File: config.mk
export PLATFORM = sky130hd
export DESIGN_NAME = fifo_thresh
export DESIGN_NICKNAME = d
export VERILOG_FILES = /design/src/rtl/fifo_pkg.sv /design/src/rtl/fifo_mem.sv /design/src/rtl/fifo_thresh.sv
export SDC_FILE = /design/constraint.sdc
export NUM_CORES = 1
export LEC_CHECK = 0
export BUFFER_PORTS_ARGS = -buffer_cell sky130_fd_sc_hd__buf_2
export CORE_ASPECT_RATIO = 0.9
export CORE_UTILIZATION = 64
export CTS_BUF_LIST = sky130_fd_sc_hd__clkbuf_8
export DETAILED_ROUTE_END_ITERATION = 8
export PLACE_DENSITY_LB_ADDON = 0.12
export SKIP_LAST_GASP = 1
export SLEW_MARGIN = 20
export SYNTH_ARGS = -nofsm -noshare
export SYNTH_HDL_FRONTEND = slang
export SYNTH_SLANG_ARGS = --single-unit
File: constraint.sdc
create_clock -name clk -period 3.5 [get_ports clk]
set_input_delay 0.35 -clock clk [delete_from_list [all_inputs] [get_ports clk]]
set_output_delay 0.35 -clock clk [all_outputs]
set_load 0.005 [all_outputs]
File: src/rtl/fifo_pkg.sv
// Shared types and helpers for the threshold FIFO.
package fifo_pkg;

    typedef enum logic {
        STD  = 1'b0,
        FWFT = 1'b1
    } fifo_mode_e;

    function automatic int unsigned cnt_w(input int unsigned dp);
        return 32'($clog2(dp + 1));
    endfunction

endpackage

File: src/rtl/fifo_mem.sv
// DW x DP storage: one synchronous write port, one asynchronous read port, no reset.
module fifo_mem #(
    parameter int unsigned DW = 8,
    parameter int unsigned DP = 24,
    parameter int unsigned AW = 5
) (
    input  logic          clk,
    input  logic          we,
    input  logic [AW-1:0] waddr,
    input  logic [DW-1:0] wdata,
    input  logic [AW-1:0] raddr,
    output logic [DW-1:0] rdata
);

    logic [DW-1:0] mem [DP];

    always_ff @(posedge clk) begin
        if (we) begin
            mem[waddr] <= wdata;
        end
    end

    assign rdata = mem[raddr];

endmodule

File: src/rtl/fifo_thresh.sv
// Single-clock FIFO with occupancy count, almost-full/empty thresholds,
// sticky overflow/underflow and selectable registered or FWFT read.
module fifo_thresh
    import fifo_pkg::*;
#(
    parameter int unsigned DW    = 8,
    parameter int unsigned DP    = 24,
    parameter int unsigned AF_TH = DP - 2,
    parameter int unsigned AE_TH = 2,
    parameter fifo_mode_e  MODE  = STD
) (
    input  logic                   clk,
    input  logic                   rst,
    input  logic                   push,
    input  logic [DW-1:0]          push_data,
    input  logic                   pop,
    input  logic                   clr_err,
    output logic [DW-1:0]          pop_data_o,
    output logic                   full_flag,
    output logic                   empty_flag,
    output logic                   almost_full_o,
    output logic                   almost_empty_o,
    output logic [cnt_w(DP)-1:0]   count_o,
    output logic                   overflow_o,
    output logic                   underflow_o
);

    localparam int unsigned CW = cnt_w(DP);
    localparam int unsigned AW = (DP > 1) ? $clog2(DP) : 1;

    if (DP < 2) begin : g_bad_dp
        $error("fifo_thresh: DP must be at least 2");
    end
    if (AF_TH < 1 || AF_TH > DP - 1) begin : g_bad_af
        $error("fifo_thresh: AF_TH must lie in 1..DP-1");
    end
    if (AE_TH < 1 || AE_TH > DP - 1) begin : g_bad_ae
        $error("fifo_thresh: AE_TH must lie in 1..DP-1");
    end

    logic [AW-1:0] wr_ptr;
    logic [AW-1:0] rd_ptr;
    logic [CW-1:0] count_q;
    logic          ovf_q;
    logic          udf_q;
    logic [DW-1:0] rd_data;
    logic          push_acc;
    logic          pop_acc;

    function automatic logic [AW-1:0] ptr_inc(input logic [AW-1:0] p);
        return (p == AW'(DP - 1)) ? '0 : p + AW'(1);
    endfunction

    // Flags decode from the registered count only.
    assign full_flag      = (count_q == CW'(DP));
    assign empty_flag     = (count_q == '0);
    assign almost_full_o  = (count_q >= CW'(AF_TH));
    assign almost_empty_o = (count_q <= CW'(AE_TH));
    assign count_o        = count_q;
    assign overflow_o     = ovf_q;
    assign underflow_o    = udf_q;

    // A simultaneous pop frees the slot a push into a full FIFO needs.
    assign pop_acc  = pop && !empty_flag;
    assign push_acc = push && (!full_flag || pop_acc);

    always_ff @(posedge clk or negedge rst) begin
        if (!rst) begin
            wr_ptr  <= '0;
            rd_ptr  <= '0;
            count_q <= '0;
            ovf_q   <= 1'b0;
            udf_q   <= 1'b0;
        end else begin
            if (push_acc) begin
                wr_ptr <= ptr_inc(wr_ptr);
            end
            if (pop_acc) begin
                rd_ptr <= ptr_inc(rd_ptr);
            end
            if (push_acc && !pop_acc) begin
                count_q <= count_q + CW'(1);
            end else if (!push_acc && pop_acc) begin
                count_q <= count_q - CW'(1);
            end
            // New errors take priority over a same-cycle clear.
            if (push && !push_acc) begin
                ovf_q <= 1'b1;
            end else if (clr_err) begin
                ovf_q <= 1'b0;
            end
            if (pop && !pop_acc) begin
                udf_q <= 1'b1;
            end else if (clr_err) begin
                udf_q <= 1'b0;
            end
        end
    end

    fifo_mem #(
        .DW (DW),
        .DP (DP),
        .AW (AW)
    ) u_mem (
        .clk   (clk),
        .we    (push_acc),
        .waddr (wr_ptr),
        .wdata (push_data),
        .raddr (rd_ptr),
        .rdata (rd_data)
    );

    if (MODE == STD) begin : g_std
        logic [DW-1:0] pd_q;

        always_ff @(posedge clk or negedge rst) begin
            if (!rst) begin
                pd_q <= '0;
            end else if (pop_acc) begin
                pd_q <= rd_data;
            end
        end

        assign pop_data_o = pd_q;
    end else begin : g_fwft
        // Head word is shown only while valid so stale storage never leaks out.
        assign pop_data_o = empty_flag ? '0 : rd_data;
    end

endmodule

# Word level (Yosys, flattened, before mapping)
# Memory sizes are Yosys's and may differ from the RTL's. A register that Yosys moved wholly into a read port is not among the register bits.
# Index checks and enable logic that the tools add are counted.
word_totals:
  ff_bits: 17
  mem_bits_rw: 192
  input_bits: 13
  out_inout_bits: 19
  elab_cells: 40
  n_memories: 1
classes:
  add_sub_neg: 4
  n_lt_le_gt_ge: 2
  n_eq_ne: 3
  n_mux: 9
  reduce_logical: 16
mem_list:
  columns: ["memory", "depth", "word_bits", "rd", "rd_ports_with_merged_regs", "write_ports", "line_no", "source"]
  rows:
  - ["u_mem.mem", 24, 8, 1, 1, 1, "fifo_mem.sv:15", "logic [DW-1:0] mem [DP];"]
op_table:
  columns: ["operator", "count"]
  rows:
  - ["two-way mux 5 bit", 4]
  - ["adder 5 x 1 -> 5 bit, second input constant", 3]
  - ["equality test 5 bit, second input constant", 3]
  - ["logical AND 1 bit", 6]
  - ["nonzero test 2 bit", 3]
  - ["greater-or-equal comparator 5 bit, second input constant", 1]
  - ["<= comparator 5 x 2 -> 1 bit, second input constant", 1]
  - ["zero test 1 bit", 5]
  - ["zero test 5 bit", 1]
  - ["two-way mux 1 bit", 5]
  - ["subtractor 5 x 1 -> 5 bit, second input constant", 1]
  - ["logical OR 1 bit", 1]

# Depth between registers and ports, before layout
depth:
  ltp_word: 9
  depth_mapped: 13
  mapped_depth_nobuf: 12

# Cells and area by module
# A second synthesis with hierarchy kept.
unflattened:
  hier_cells: 488
  hier_area_um2: 8869.8
modules_own_cells:
  columns: ["module", "n_inst", "cells_each", "area_per_inst_um2"]
  rows:
  - ["fifo_mem", 1, 375, 7559.8]
  - ["fifo_thresh", 1, 113, 1310.0]

# Worst setup path after synthesis
# OpenSTA, ideal clock, no wires.
synth_timing:
  kind: "register -> register"
  from: "register count_q[1], in the netlist count_o[1]"
  to: "register count_q[4], in the netlist count_o[4]"
  arrival_ps: 2719
  slack_ps: 702
  stages_incl_launch_ff: 14
  synth_period_minus_slack_ps: 2798
  cell_sequence: "dfrtp_1 or2_1 nor4_4 nor2_1 buf_2 inv_1 ha_1 inv_1 ha_1 nor2b_1 o21a_1 or3_1 a21oi_1 xor2_1"
synth_between:
  elab_chain_len: 8
  word_cells_on_any_way: 16
  classes_between: "add/sub: 2; eq/ne: 1; mux: 2; reduce/logical: 11"
synth_rtl:
  columns: ["element", "line_no", "source"]
  rows:
  - ["from (decl)", "fifo_thresh.sv:43", "logic [CW-1:0] count_q;"]
  - ["from (signal assigned)", "fifo_thresh.sv:82", "count_q <= count_q + CW'(1);"]
  - ["from (signal assigned)", "fifo_thresh.sv:84", "count_q <= count_q - CW'(1);"]
  - ["zero test 5 bit (*)", "fifo_thresh.sv:56", "assign empty_flag = (count_q == '0);"]
  - ["via empty_flag", "fifo_thresh.sv:20", "output logic empty_flag,"]
  - ["zero test 1 bit (*)", "fifo_thresh.sv:64", "assign pop_acc = pop && !empty_flag;"]
  - ["logical AND 1 bit (*)", "fifo_thresh.sv:64", null]
  - ["logical OR 1 bit", "fifo_thresh.sv:65", "assign push_acc = push && (!full_flag || pop_acc);"]
  - ["logical AND 1 bit", "fifo_thresh.sv:65", null]
  - ["zero test 1 bit", "fifo_thresh.sv:83", "end else if (!push_acc && pop_acc) begin"]
  - ["logical AND 1 bit", "fifo_thresh.sv:83", null]
  - ["nonzero test 2 bit (no line)", null, null]
# The timed path passes the listed nets; every way through them passes the cells marked *. The select of a mux whose other input is x is not followed.
# A chain may end at the register's enable or synchronous reset.

# Worst setup path after layout
layout_timing:
  from: "register count_q[1], in the netlist count_o[1]"
  to: "register count_q[4], in the netlist count_o[4]"
layout_between:
  elab_chain_len: 8
  word_cells_on_any_way: 16
  classes_between: "add/sub: 2; eq/ne: 1; mux: 2; reduce/logical: 11"
layout_rtl:
  columns: ["element"]
  rows:
  - ["branches (longest 8 deep; another with subtractor 5 x 1 -> 5 bit)"]
# Several ways; the timed one is not identified. The select of a mux whose other input is x is not followed.

==> metrics <==
outcome complete, but fails checks; failing checks DRC; Synth cell types 45; fillcell total roughly 850; Vias 4650; Pleak ~3.4 nW; pin count of the biggest net entering global routing 42; peak supply drop 0.0004636 V; post-synth top area cell edfxtp_1; Placed Instances 688; Final Non-Filler Cells about 750; worst path required time ~3.9 ns; setup TNS 0 ns; share of layout cells above drive strength 1 0.1880; Initial Utilization 0.6569; count of final setup violators 0; RSZ-0062 raised after global routing false; Design Power 0.007392 W; WL per Instance 22.86 um; post-CTS sizing 0; Seq/Total Area, Yosys 0.7281; post-route cell area ~9700 um^2; area of the core 13360 um^2; total CTS buffers 36; period utilisation layout 0.8708; Startpoint Class flop; Worst EP arrival ~3.5 ns; Worst Hold Class input port to flop; die area 14190 um^2; DIE HEIGHT 113.1 um; GP Congestion around 0.86; # rows 40; Synth Instances 509; Fmax achieved 0.3281 GHz; drt via density 6.175; DP HPWL 10.67 mm; pins over their slew limit 0; final wirelength 17.22 mm; n_diodes 0; crit path max fanout 10; Final ANT Viol Nets 0; CTS tree done; commonest non-fill, non-tap cell in the layout edfxtp_1; Die X-Extent 125.5 um; CTS Buffer Depth 3; CTS root buf clkbuf_8; initial antenna violation count 0; total clock sinks 217; max cap viols 0; I/O Buffers 31; synth-to-layout area growth 10.13%; Slew HR 0.4221; TritonRoute pass-1 iters 6; grt ovf 0; hold slack around 0.11 ns; GRT Overall Usage 0.2584; commonest cells after routing, fill and taps aside 192 x edfxtp_1, 40 x mux2i_1, 38 x clkbuf_8; Reg clk slew, reported paths roughly 0.060 ns; pwr dens 764.6 nW/um^2; Final Hold Fails 0; post-layout min period roughly 3 ns; Iter 0 DRT Violations 368; CP Class flop to flop; post-synth top area share 0.6568; Worst Skew between 0.015 and 0.02 ns; NumNets Final between 500 and 600; Storage cell area 6396 um^2; synth top area cells edfxtp_1 66%, dfrtp_1 7.1%, mux4_2 6.7%; CTS H-tree lvls 2; Worst-Margin Slew ~0.86 ns; worst-skew pair later-pin latency 0.51 ns; Yosys reg bits 217; Cell Area, Synth 8778 um^2; I/O pin total 32; first-pass GRT wire length 26.40 mm; average size of a mapped cell ~17 um^2; vias in the first global route 4698; DRC 5; DP Area 9035 um^2; synth warn 0; multi-input logic area 2195 um^2; post-synth net total roughly 530; element type at the critical path end flop
[critical path: stages, from the launching register on]
cell	delay (ns)
dfrtp_1	0.45
or2_1	0.31
o41a_1	0.53
ha_1	0.31
inv_1	0.15
ha_1	0.27
nor2b_1	0.14
o21a_1	0.17
or3_1	0.30
a21oi_1	0.18
xor2_1	0.16
[area by class of cell]
cell class,instances,share of cell area
sequential,217,0.6616
multi-input combinational,256,0.2270
clock buffer,38,0.05410
tap,168,0.02174
timing repair buffer,37,0.02097
clock inverter,26,0.01035
inverter,11,0.004271
[state kept, by name (all words and copies together) (netlist names)]
register,count
u_mem.mem,192
pop_data_o,8
count_o,5
rd_ptr,5
wr_ptr,5
overflow_o,1
underflow_o,1
[path summary, 6_finish.rpt]
check / from / endpoint / slack, ns / cells after the start
min: pop / underflow_o / 0.11 / 2
max reg2reg: count_o[1] / count_o[4] / 0.45 / 10
min in group asynchronous: rst / count_o[2] / 0.39 / 2
min reg2reg: overflow_o / overflow_o / 0.50 / 1
max: count_o[1] / count_o[4] / 0.45 / 10
max in group asynchronous: rst / rd_ptr[1] / 2.66 / 2
[cell usage after synthesis, drive strengths merged]
| cell | n |
|---|---|
| edfxtp | 192 |
| mux2i | 40 |
| nand2 | 36 |
| mux4 | 29 |
| nor2 | 28 |
| dfrtp | 25 |
| buf | 19 |
| nand3 | 19 |
| a22oi | 18 |
| o21ai | 17 |
| a21oi | 13 |
| inv | 11 |
| ha | 10 |
| o22a | 7 |
| clkbuf | 6 |
| nor2b | 6 |
| or3 | 5 |
| xnor2 | 4 |
| a22o | 2 |
| and2 | 2 |
| mux2 | 2 |
| nand4 | 2 |
| or2 | 2 |
| xor2 | 2 |
| a2111oi | 1 |
| a211oi | 1 |
| a21o | 1 |
| a31oi | 1 |
| a32o | 1 |
| fa | 1 |
| nand2b | 1 |
| nor3 | 1 |
| nor4 | 1 |
| o211ai | 1 |
| o21a | 1 |
| o41a | 1 |
[where the power goes]
group	total (W)	switching (W)	internal, W
clock	0.00193	0.000931	0.000998
sequential	0.00351	0.000403	0.00311
combinational	0.00195	0.00104	0.000910
[what timing repair did]
action,4_1_cts,5_1_grt
hold endpoints to repair,25,0
endpoints found under the setup margin,0,0
hold buffers,1,0
buffers inserted,0,0
[stage by stage]
| stage | setup slack (ns) | util |
|---|---|---|
| 4_1_cts | 0.4666 | 0.7235 |
| 2_1_floorplan | 0.7016 | - |
| 3_3_place_gp | 0.5855 | 0.6761 |
| 6_report | 0.4523 | 0.7235 |
| 3_5_place_dp | 0.4957 | 0.6761 |
| 5_1_grt | 0.3259 | 0.7235 |
[logic make-up (layout without fill, tap and decap cells)]
family	count (synthesis)	count (layout)	synth area share
fa+ha+maj	11	11	0.01653
xor+xnor	6	6	0.005986
compound gates	65	65	0.04903
buf+inv	36	112	0.02195
flops	217	217	0.7281
simple gates	103	103	0.05459
mux	71	71	0.1239
[per-layer routing]
| metal | track usage | vias up | wire length [um] |
|---|---|---|---|
| met2 | 0.4241 | 181 | 8434 |
| li1 | - | 2091 | - |
| met3 | 0.05768 | 38 | 1134 |
| met5 | 0 | - | 0 |
| met1 | 0.3421 | 2340 | 7194 |
| met4 | 0.1041 | 0 | 452 |
Power figures use the tool's default switching activity.
